File: src/rtl/fetch_unit.sv
// fetch_unit: instruction-fetch stage. Owns the PC, drives the program
// memory address and captures the returned word into the instruction
// register. Handles stall, absolute/relative branch redirect with squash
// of the in-flight word, and halting on a reserved instruction encoding.
module fetch_unit #(
   parameter int                P_SIZE     = 6,
   parameter int                I_SIZE     = 24,
   parameter logic [P_SIZE-1:0] RESET_ADDR = '0,
   parameter logic [I_SIZE-1:0] HALT_WORD  = {I_SIZE{1'b1}}
) (
   input  logic              clk,
   input  logic              reset,
   output logic [P_SIZE-1:0] address,
   input  logic [I_SIZE-1:0] instruction,
   input  logic              stall,
   input  logic              branch_rel,
   input  logic              branch_abs,
   input  logic [P_SIZE-1:0] branch_offset,
   input  logic [P_SIZE-1:0] branch_target,
   output logic [I_SIZE-1:0] ir,
   output logic [P_SIZE-1:0] ir_pc,
   output logic              ir_valid,
   output logic              halted
);

   localparam logic [0:0] S_RUN  = 1'b0;
   localparam logic [0:0] S_HALT = 1'b1;

   logic [0:0]        r_state;
   logic [P_SIZE-1:0] r_pc;
   logic [I_SIZE-1:0] r_ir;
   logic [P_SIZE-1:0] r_ir_pc;
   logic              r_ir_valid;
   logic              r_halted;

   // Relative target is computed from the PC of the word in IR (the branch
   // instruction itself); the two's-complement add wraps modulo 2^P_SIZE,
   // which gives the sign extension for free.
   logic [P_SIZE-1:0] w_rel_target;
   logic [P_SIZE-1:0] w_pc_inc;
   logic              w_is_halt;

   assign w_rel_target = r_ir_pc + branch_offset;
   assign w_pc_inc     = r_pc + 1'b1;
   assign w_is_halt    = (instruction == HALT_WORD);

   // Address comes from the PC register only; stall/branch act on the next edge.
   assign address  = r_pc;
   assign ir       = r_ir;
   assign ir_pc    = r_ir_pc;
   assign ir_valid = r_ir_valid;
   assign halted   = r_halted;

   // Fetch state machine: branch_abs > branch_rel > stall > normal fetch.
   always_ff @(posedge clk) begin
      if (reset) begin
         r_state    <= S_RUN;
         r_pc       <= RESET_ADDR;
         r_ir       <= '0;
         r_ir_pc    <= '0;
         r_ir_valid <= 1'b0;
         r_halted   <= 1'b0;
      end else begin
         case (r_state)
            S_RUN: begin
               if (branch_abs) begin
                  // word on the bus this cycle is squashed; IR keeps the branch
                  r_pc       <= branch_target;
                  r_ir_valid <= 1'b0;
               end else if (branch_rel) begin
                  r_pc       <= w_rel_target;
                  r_ir_valid <= 1'b0;
               end else if (!stall) begin
                  r_ir       <= instruction;
                  r_ir_pc    <= r_pc;
                  r_ir_valid <= 1'b1;
                  if (w_is_halt) begin
                     // PC parks on the halt word so address stays there
                     r_state  <= S_HALT;
                     r_halted <= 1'b1;
                  end else begin
                     r_pc <= w_pc_inc;
                  end
               end
            end
            default: begin
               // halted: everything frozen except that IR stops being issued
               r_ir_valid <= 1'b0;
            end
         endcase
      end
   end

endmodule

File: config.mk
export PLATFORM = sky130hd
export DESIGN_NAME = fetch_unit
export DESIGN_NICKNAME = d
export VERILOG_FILES = /design/src/rtl/fetch_unit.sv
export SDC_FILE = /design/constraint.sdc
export NUM_CORES = 1
export LEC_CHECK = 0
export BUFFER_PORTS_ARGS = -buffer_cell sky130_fd_sc_hd__buf_2
export CAP_MARGIN = 10
export CORE_ASPECT_RATIO = 1.75
export CORE_MARGIN = 10
export CORE_UTILIZATION = 47
export CTS_CLUSTER_DIAMETER = 60
export DETAILED_ROUTE_END_ITERATION = 7
export PLACE_DENSITY = 0.88
export SKIP_CTS_REPAIR_TIMING = 1
export SYNTH_ARGS = -nofsm -noshare
export SYNTH_HDL_FRONTEND = slang
export SYNTH_SLANG_ARGS = --single-unit
File: constraint.sdc
create_clock -name clk -period 2.16 [get_ports clk]
set_input_delay 0.108 -clock clk [delete_from_list [all_inputs] [get_ports clk]]
set_output_delay 0.108 -clock clk [all_outputs]
set_load 0.02 [all_outputs]
==> results of run 1 <==
## per-layer routing
layer / GRT usage, % / up-vias
li1: - / 927
met1: 16.0 / 838
met2: 28.1 / 62
met3: 5.91 / 10
met4: 7.62 / 0
met5: 0 / -
## final cells by class
cell class / count / area [µm²]
Timing Repair Buffer: 82 / 420
Clock buffer: 8 / 100
Inverter: 6 / 22.5
Sequential cell: 39 / 781
Tap cell: 46 / 57.6
Fill cell: 354 / 1320
Multi-Input combinational cell: 170 / 967
## per-stage QoR
step                total power, mW  cells
finish                         1.54    351
global placement               1.01    343
floorplan                     0.915    226
global route                   1.62    351
detailed placement             1.02    343
CTS                            1.55    351
## cell families after synthesis
| logic type | synth area share (%) |
|---|---|
| adders and majority gates | 5.25 |
| and+or+nand+nor | 23.6 |
| AOI/OAI and AO/OA | 19.1 |
| muxes | 2.28 |
| DFF | 43.1 |
| buffers and inverters | 3.73 |
| xor gates and xnor gates | 2.90 |
## worst paths after layout
kind | to | cells after the start
hold / removal | ir[7] | 3
setup / recovery | address[4] | 7
hold reg to reg | ir[12] | 2
setup reg to reg | address[4] | 7
## sequential cells by signal, indices dropped and copies added, names as in the netlist
name      flops
halted        1
r_state       1
address       6
ir_valid      1
ir           24
ir_pc         6
## cell usage after synthesis, drive strengths merged
master / count
or2: 1
a21o: 1
nand3: 2
dfxtp: 39
clkbuf: 8
xnor2: 3
nor2: 13
a21oi: 36
xor2: 3
a311oi: 3
inv: 6
a22oi: 1
nor2b: 3
a221oi: 1
fa: 1
and2: 1
a2111oi: 2
o311ai: 1
a211oi: 3
o21ai: 3
nor4: 1
ha: 6
o21bai: 1
mux2i: 3
o21a: 1
buf: 3
nor3: 3
nand2b: 1
nand2: 66
a2111o: 1
or2b: 1
mux2: 1
o211ai: 1
nand4: 6
## power groups by stage
stage | clock network [mW] | logic (mW) | registers (mW)
after floorplan | 0 | 0.0999 | 0.815
after detailed placement | 0 | 0.233 | 0.786
after global routing | 0.593 | 0.258 | 0.773
after CTS | 0.552 | 0.234 | 0.769
final | 0.536 | 0.231 | 0.769
after global placement | 0 | 0.228 | 0.784
## critical path: stages (launching register included)
cell      delay [ps]
dfxtp_1          350
ha_1             190
inv_1             60
fa_1             400
nor2b_1          180
o21a_1           160
o311ai_0         150
a311oi_1         280
==> flow_summary.json, run 1 <==
{
  "p_int_mw": 1.13,
  "core_area_mm2": 0.00366,
  "wl_met3_um": 388,
  "clockPowerShare_pct": 34.9,
  "cts-root-buf": "clkbuf_8",
  "synth_top_area_share_pct": 43.1,
  "syn-cell-area_mm2": 0.00181,
  "gp_congestion": 0.867,
  "syn_avg_cell_area_um2": 8.01,
  "layout_setup_ws_ps": 300,
  "antenna_found_initial": 0,
  "endpoint_kind": "flip-flop",
  "overflow": 0,
  "top_level_ports": 79,
  "vias": 1837,
  "synth.area.top_cells": "dfxtp_1 43%, nand2_1 14%, a21oi_1 10%, ha_1 4.1%, nor2_1 2.7%",
  "syn_to_final_growth_pct": 29.7,
  "place_ws_ps": 355,
  "drive_above_1_share_pct": 30.8,
  "min_path_type": "in -> reg",
  "drc": 0,
  "startpoint_type": "flip-flop",
  "path_class": "reg -> reg",
  "mostFrequentLayoutCells": "78 x buf_2, 66 x nand2_1, 39 x dfxtp_1, 36 x a21oi_1, 13 x nor2_1",
  "status": "completed",
  "netlist_instances": 226,
  "setup.worst_path.start": "ir_pc[0]",
  "crit_arrival_ps": 2060,
  "yosys_warnings": 0,
  "route.final.wire_length_um": 5370,
  "worst_slew_pin_slew_ps": 714,
  "start_util_pct": 49.4,
  "worst-r2r-setup-slack_ps": 300,
  "numCtsBuffers": 5,
  "port_buffers": 78,
  "max_cap_viol_count": 0,
  "grt_max_degree": 40,
  "p_sw_share_pct": 26.4,
  "rows": 29,
  "final_cell_area_mm2": 0.00235,
  "worst_ep_required_time_ps": 2350,
  "wl_met1_um": 1940,
  "final.setup.tns_ps": 0,
  "routed_via_density": 5.23,
  "fin_crit_sh_pct": 86.1,
  "regToRegStartpoint": "ir_pc[0]",
  "post-route-util_pct": 64.1,
  "met2_wirelength_um": 2910,
  "nets": 352,
  "postRouteAntennaNets": 0,
  "hold_viol": 0,
  "clk_latency_ps": 290,
  "grtUsageTotal_pct": 16.0,
  "n_antenna_cell": 0,
  "combPwrFrac_pct": 15.1,
  "grt_pass1_vias": 1826,
  "die_h_um": 102,
  "first_iter_violations": 132,
  "power_switching_mw": 0.406,
  "seq_area_frac_synth_pct": 43.1,
  "h-tree-depth": 2,
  "pwr-share-seq_pct": 50.0,
  "fmax_mhz": 538,
  "skew_ps": 4.63,
  "wire_per_inst_um": 15.3,
  "yosysTopAreaCell": "dfxtp_1",
  "min_from": "instruction[7]",
  "cts_buffer_depth": 2,
  "hold_slack_ps": 65.7,
  "finalSetupViolations": 0,
  "die_area_mm2": 0.00683,
  "die_x_um": 66.9,
  "post-dp-hpwl_um": 4200,
  "ys_types": 34,
  "ys_seq_elements": 39,
  "cts_sinks": 39,
  "critPathMaxFanout": 3,
  "path_clk_slew_ps": 70,
  "p_leak_nw": 1.07,
  "rsz0062_at_grt": "false",
  "ir_worst_vdd_uv": 710,
  "highest_layer": "met4",
  "firstDrtPassIters": 4,
  "cts_tree": "yes",
  "place_area_mm2": 0.00225,
  "fin_crit_ps": 1860,
  "slew_viol_final": 0,
  "synth_nets": 274,
  "power-per-cell-area_mw_per_mm2": 654,
  "mostFrequentLayoutCell": "buf_2",
  "grt_pass1_wl_um": 8640,
  "maxSlewHeadroom_pct": 52.4
}
Note: power is estimated with default switching activity, not from simulation.
==> inputs of run 2 (changes only) <==
Settings changed: CORE_MARGIN 10 to 5.
Clock period 2.16 ns to 1.79 ns, I/O delays scaled along.
==> run 2 against run 1 <==
Against the previous run: sequential share of layout area fell by 0.56 points; via count rose by 2.2%; routed wire length fell by 2.8%; sequential cell count did not move; critical path depth fell by 2; core utilization fell by 0.88 points; clock skew rose by 2.5 ps; die area fell by 23%; sequential power rose by 20%; power rose by 25%; worst setup slack got worse by 230 ps; register-to-register slack got worse by 230 ps.
==> flow_summary.json, run 2 (synthesized netlist as in run 1, its figures left out) <==
{
  "critPathMaxFanout": 4,
  "first_iter_violations": 86,
  "antenna_found_initial": 0,
  "rr_worst_depth": 5,
  "numCtsBuffers": 5,
  "worst-r2r-setup-slack_ps": 70,
  "setup.worst_path.start": "ir_pc[1]",
  "p_int_mw": 1.43,
  "layout_setup_ws_ps": 67.5,
  "gp_congestion": 0.894,
  "start_util_pct": 47.8,
  "power-per-cell-area_mw_per_mm2": 801,
  "n_antenna_cell": 0,
  "route.final.wire_length_um": 5220,
  "drive_above_1_share_pct": 33.0,
  "endpoint": "address[3]",
  "path_clk_slew_ps": 70,
  "h-tree-depth": 2,
  "largest_reg_flops": 24,
  "top_level_ports": 79,
  "skew_ps": 7.14,
  "post-dp-hpwl_um": 4050,
  "cts-root-buf": "clkbuf_8",
  "regToRegStartpoint": "ir_pc[1]",
  "cts_tree": "yes",
  "clk_latency_ps": 280,
  "wire_per_inst_um": 14.7,
  "postRouteAntennaNets": 0,
  "p_sw_share_pct": 25.6,
  "worstHoldPathCells": 3,
  "fmax_mhz": 581,
  "drc": 0,
  "worst_slew_pin_slew_ps": 533,
  "worst_ep_required_time_ps": 1990,
  "grt_max_degree": 28,
  "ir_worst_vdd_uv": 536,
  "place_ws_ps": 3.44,
  "maxSlewHeadroom_pct": 64.5,
  "grt_pass1_vias": 1968,
  "max_cap_viol_count": 0,
  "power_switching_mw": 0.492,
  "worst_r2r_endpoint": "address[3]",
  "die_area_mm2": 0.00524,
  "crit_arrival_ps": 1920,
  "total_power_mw": 1.92,
  "grt_pass1_wl_um": 8880,
  "syn_to_final_growth_pct": 32.3,
  "routed_via_density": 5.30,
  "die_x_um": 56.9,
  "grtUsageTotal_pct": 21.3,
  "die_h_um": 92.1,
  "fin_crit_sh_pct": 96.2,
  "startpoint_type": "flip-flop",
  "slew_viol_final": 0,
  "mostFrequentLayoutCells": "78 x buf_2, 66 x nand2_1, 37 x dfxtp_1, 36 x a21oi_1, 13 x nor2_1",
  "finalSetupViolations": 0,
  "status": "completed",
  "port_buffers": 78,
  "fillers": 357,
  "rows": 30,
  "endpoint_kind": "flip-flop",
  "firstDrtPassIters": 4,
  "core_area_mm2": 0.00379,
  "pwr-share-seq_pct": 48.2,
  "cts_sinks": 39,
  "p_leak_nw": 1.09,
  "vias": 1877,
  "combPwrFrac_pct": 15.3,
  "clockPowerShare_pct": 36.5,
  "min_path_type": "in -> reg",
  "hold_viol": 0,
  "fin_crit_ps": 1720,
  "cts_buffer_depth": 2,
  "mostFrequentLayoutCell": "buf_2",
  "path_class": "reg -> reg",
  "nets": 354,
  "overflow": 0
}
## run 2: critical path: stages, from the launching register on
cell      delay (ps)
dfxtp_2          340
ha_1             300
a211oi_2         260
nor3_1           100
a2111o_1         390
a311oi_1         250
## run 2: layout make-up
type,count,area (µm²),share of cell area (%)
Clock buffer,6,72.6,3.03
Clock inverter,1,30.0,1.25
Inverter,6,22.5,0.940
Multi-Input combinational cell,170,992,41.4
Sequential cell,39,783,32.7
Tap cell,48,60.1,2.51
Timing Repair Buffer,84,435,18.2
## run 2: worst min-delay path by stage
stage,startpoint,endpoint,slack [ps]
after floorplan,reset,ir_valid,180
after global placement,instruction[6],ir[6],340
after detailed placement,instruction[3],ir[3],350
after CTS,instruction[3],ir[3],40
after global routing,instruction[1],ir[1],40
final,instruction[6],ir[6],50
## run 2: power groups by stage
stage	registers, mW	clock network [mW]	logic (mW)
detailed placement	0.946	0	0.289
CTS	0.926	0.717	0.291
global placement	0.944	0	0.281
finish	0.926	0.700	0.293
floorplan	0.984	0	0.121
global route	0.931	0.763	0.327
## run 2: through the flow
stage / setup TNS, ps / util, % / std cells / hold slack, ps / cell area (µm²)
6_report: 0 / 63.2 / 354 / 46.5 / 2400
5_1_grt: -38.5 / 63.2 / 354 / 42.4 / 2400
4_1_cts: -16.8 / 62.5 / 354 / 39.1 / 2370
3_5_place_dp: 0 / 59.8 / 347 / 347 / 2270
3_3_place_gp: 0 / 59.8 / 347 / 342 / 2270
2_1_floorplan: 0 / - / 226 / 179 / 1810
## run 2: metal layers
layer / vias up / part of all wire (%) / track usage, %
li1: 930 / - / -
met1: 866 / 36 / 21.8
met2: 69 / 55 / 39.3
met3: 12 / 6.7 / 4.93
met4: 0 / 2.7 / 9.86
met5: - / 0 / 0
==> inputs of run 3 (changes only) <==
Settings changed: PLACE_DENSITY 0.88 to 0.81.
==> run 3 against run 2 <==
Against the previous run: global-route usage fell by 2.4 points; combinational power barely moved; final area fell by 0.47%; maximum frequency rose by 1.7%; largest power group unchanged; highest routed layer unchanged.
==> flow_summary.json, run 3 (synthesized netlist as in run 1, its figures left out) <==
{
  "start_util_pct": 47.8,
  "drive_above_1_share_pct": 33.2,
  "syn_to_final_growth_pct": 31.7,
  "cts_sinks": 39,
  "route.final.wire_length_um": 4940,
  "path_cells": "ha_1 > a211oi_2 > nor3_1 > a2111o_1 > a311oi_2",
  "nets": 354,
  "clockPowerShare_pct": 31.5,
  "slew_viol_final": 0,
  "gp_congestion": 0.869,
  "final.setup.tns_ps": 0,
  "combPwrFrac_pct": 16.5,
  "mostFrequentLayoutCells": "78 x buf_2, 66 x nand2_1, 38 x dfxtp_1, 36 x a21oi_1, 13 x nor2_1",
  "core_area_mm2": 0.00379,
  "wire_per_inst_um": 13.9,
  "startpoint_type": "flip-flop",
  "grt_pass1_vias": 1818,
  "n_antenna_cell": 0,
  "max_cap_viol_count": 0,
  "layout_setup_ws_ps": 95.8,
  "min_path_type": "in -> reg",
  "numCtsBuffers": 5,
  "largest_reg_flops": 24,
  "fmax_mhz": 590,
  "drc": 0,
  "maxSlewHeadroom_pct": 62.7,
  "die_h_um": 92.1,
  "regArea_um2": 782,
  "place_ws_ps": 16.5,
  "p_int_mw": 1.29,
  "mostFrequentLayoutCell": "buf_2",
  "endpoint": "address[3]",
  "skew_ps": 2.72,
  "h-tree-depth": 2,
  "cts_buffer_depth": 2,
  "ir_worst_vdd_uv": 856,
  "p_sw_share_pct": 27.2,
  "cpMaxStageDelayCell": "a2111o_1",
  "port_buffers": 78,
  "post-dp-hpwl_um": 3830,
  "pwr-share-seq_pct": 52.1,
  "routed_via_density": 5.23,
  "p_leak_nw": 1.08,
  "path_class": "reg -> reg",
  "post-place-cells": 347,
  "worst_r2r_endpoint": "address[3]",
  "antenna_found_initial": 0,
  "power-per-cell-area_mw_per_mm2": 746,
  "top_level_ports": 79,
  "crit_arrival_ps": 1890,
  "clk_latency_ps": 280,
  "firstDrtPassIters": 4,
  "fin_crit_sh_pct": 94.6,
  "fillers": 387,
  "cts-root-buf": "clkbuf_8",
  "path_clk_slew_ps": 70,
  "grtUsageTotal_pct": 18.8,
  "status": "completed",
  "die_area_mm2": 0.00524,
  "worst-r2r-setup-slack_ps": 100,
  "regToRegStartpoint": "ir_pc[1]",
  "critPathMaxFanout": 4,
  "endpoint_kind": "flip-flop",
  "total_power_mw": 1.78,
  "worst_slew_pin_slew_ps": 559,
  "finalSetupViolations": 0,
  "power_switching_mw": 0.484,
  "vias": 1858,
  "hold_slack_ps": 51.2,
  "die_x_um": 56.9,
  "hold_viol": 0,
  "fin_crit_ps": 1690,
  "grt_max_degree": 26,
  "multi_input_area_mm2": 0.00100,
  "overflow": 0,
  "first_iter_violations": 56,
  "worst_path_largest_cell_delay_ps": 400,
  "setup.worst_path.start": "ir_pc[1]",
  "stdcell_count": 355,
  "postRouteAntennaNets": 0,
  "worst_ep_required_time_ps": 1990,
  "rows": 30,
  "grt_pass1_wl_um": 7970,
  "cts_tree": "yes",
  "rr_worst_depth": 5
}
## run 3: critical path: cells and delay by family, from the launching register on
family,cells,cell delay [ps]
DFF,1,340
AOI/OAI and AO/OA,3,890
adders and majority gates,1,310
and+or+nand+nor,1,80
## run 3: area by class of cell
cell class | instances | share of cell area [%]
Clock buffer | 7 | 3.20
Clock inverter | 1 | 0.210
Inverter | 6 | 0.944
Multi-Input combinational cell | 170 | 42.1
Sequential cell | 39 | 32.8
Tap cell | 48 | 2.52
Timing Repair Buffer | 84 | 18.3
## run 3: metal layers
metal	vias up	part of all wire [%]	track usage [%]	routed length [µm]
li1	928	-	-	-
met1	856	38	19.9	1850
met2	65	53	34.8	2610
met3	9	7.5	4.93	369
met4	0	2.0	6.58	99
met5	-	0	0	0
## run 3: worst min path at each step
stage               end  depth (start not counted)      startpoint  slack, ps
2_1_floorplan  ir_valid                          1           reset        180
3_3_place_gp      ir[4]                          3  instruction[4]        340
3_5_place_dp      ir[1]                          3  instruction[1]        350
4_1_cts           ir[1]                          3  instruction[1]         40
5_1_grt           ir[3]                          3  instruction[3]         50
6_report          ir[5]                          3  instruction[5]         50
## run 3: power by group through the flow
stage	Sequential, mW	Clock, mW	Combinational [mW]
after global placement	0.945	0	0.282
final	0.926	0.560	0.293
after floorplan	0.984	0	0.121
after CTS	0.925	0.582	0.288
after global routing	0.931	0.623	0.324
after detailed placement	0.945	0	0.287
## run 3: per-stage QoR
| stage | cell area [µm²] | utilization, % |
|---|---|---|
| after detailed placement | 2270 | 59.8 |
| after global routing | 2380 | 62.9 |
| after CTS | 2350 | 61.9 |
| after floorplan | 1810 | - |
| after global placement | 2270 | 59.8 |
| final | 2380 | 62.9 |
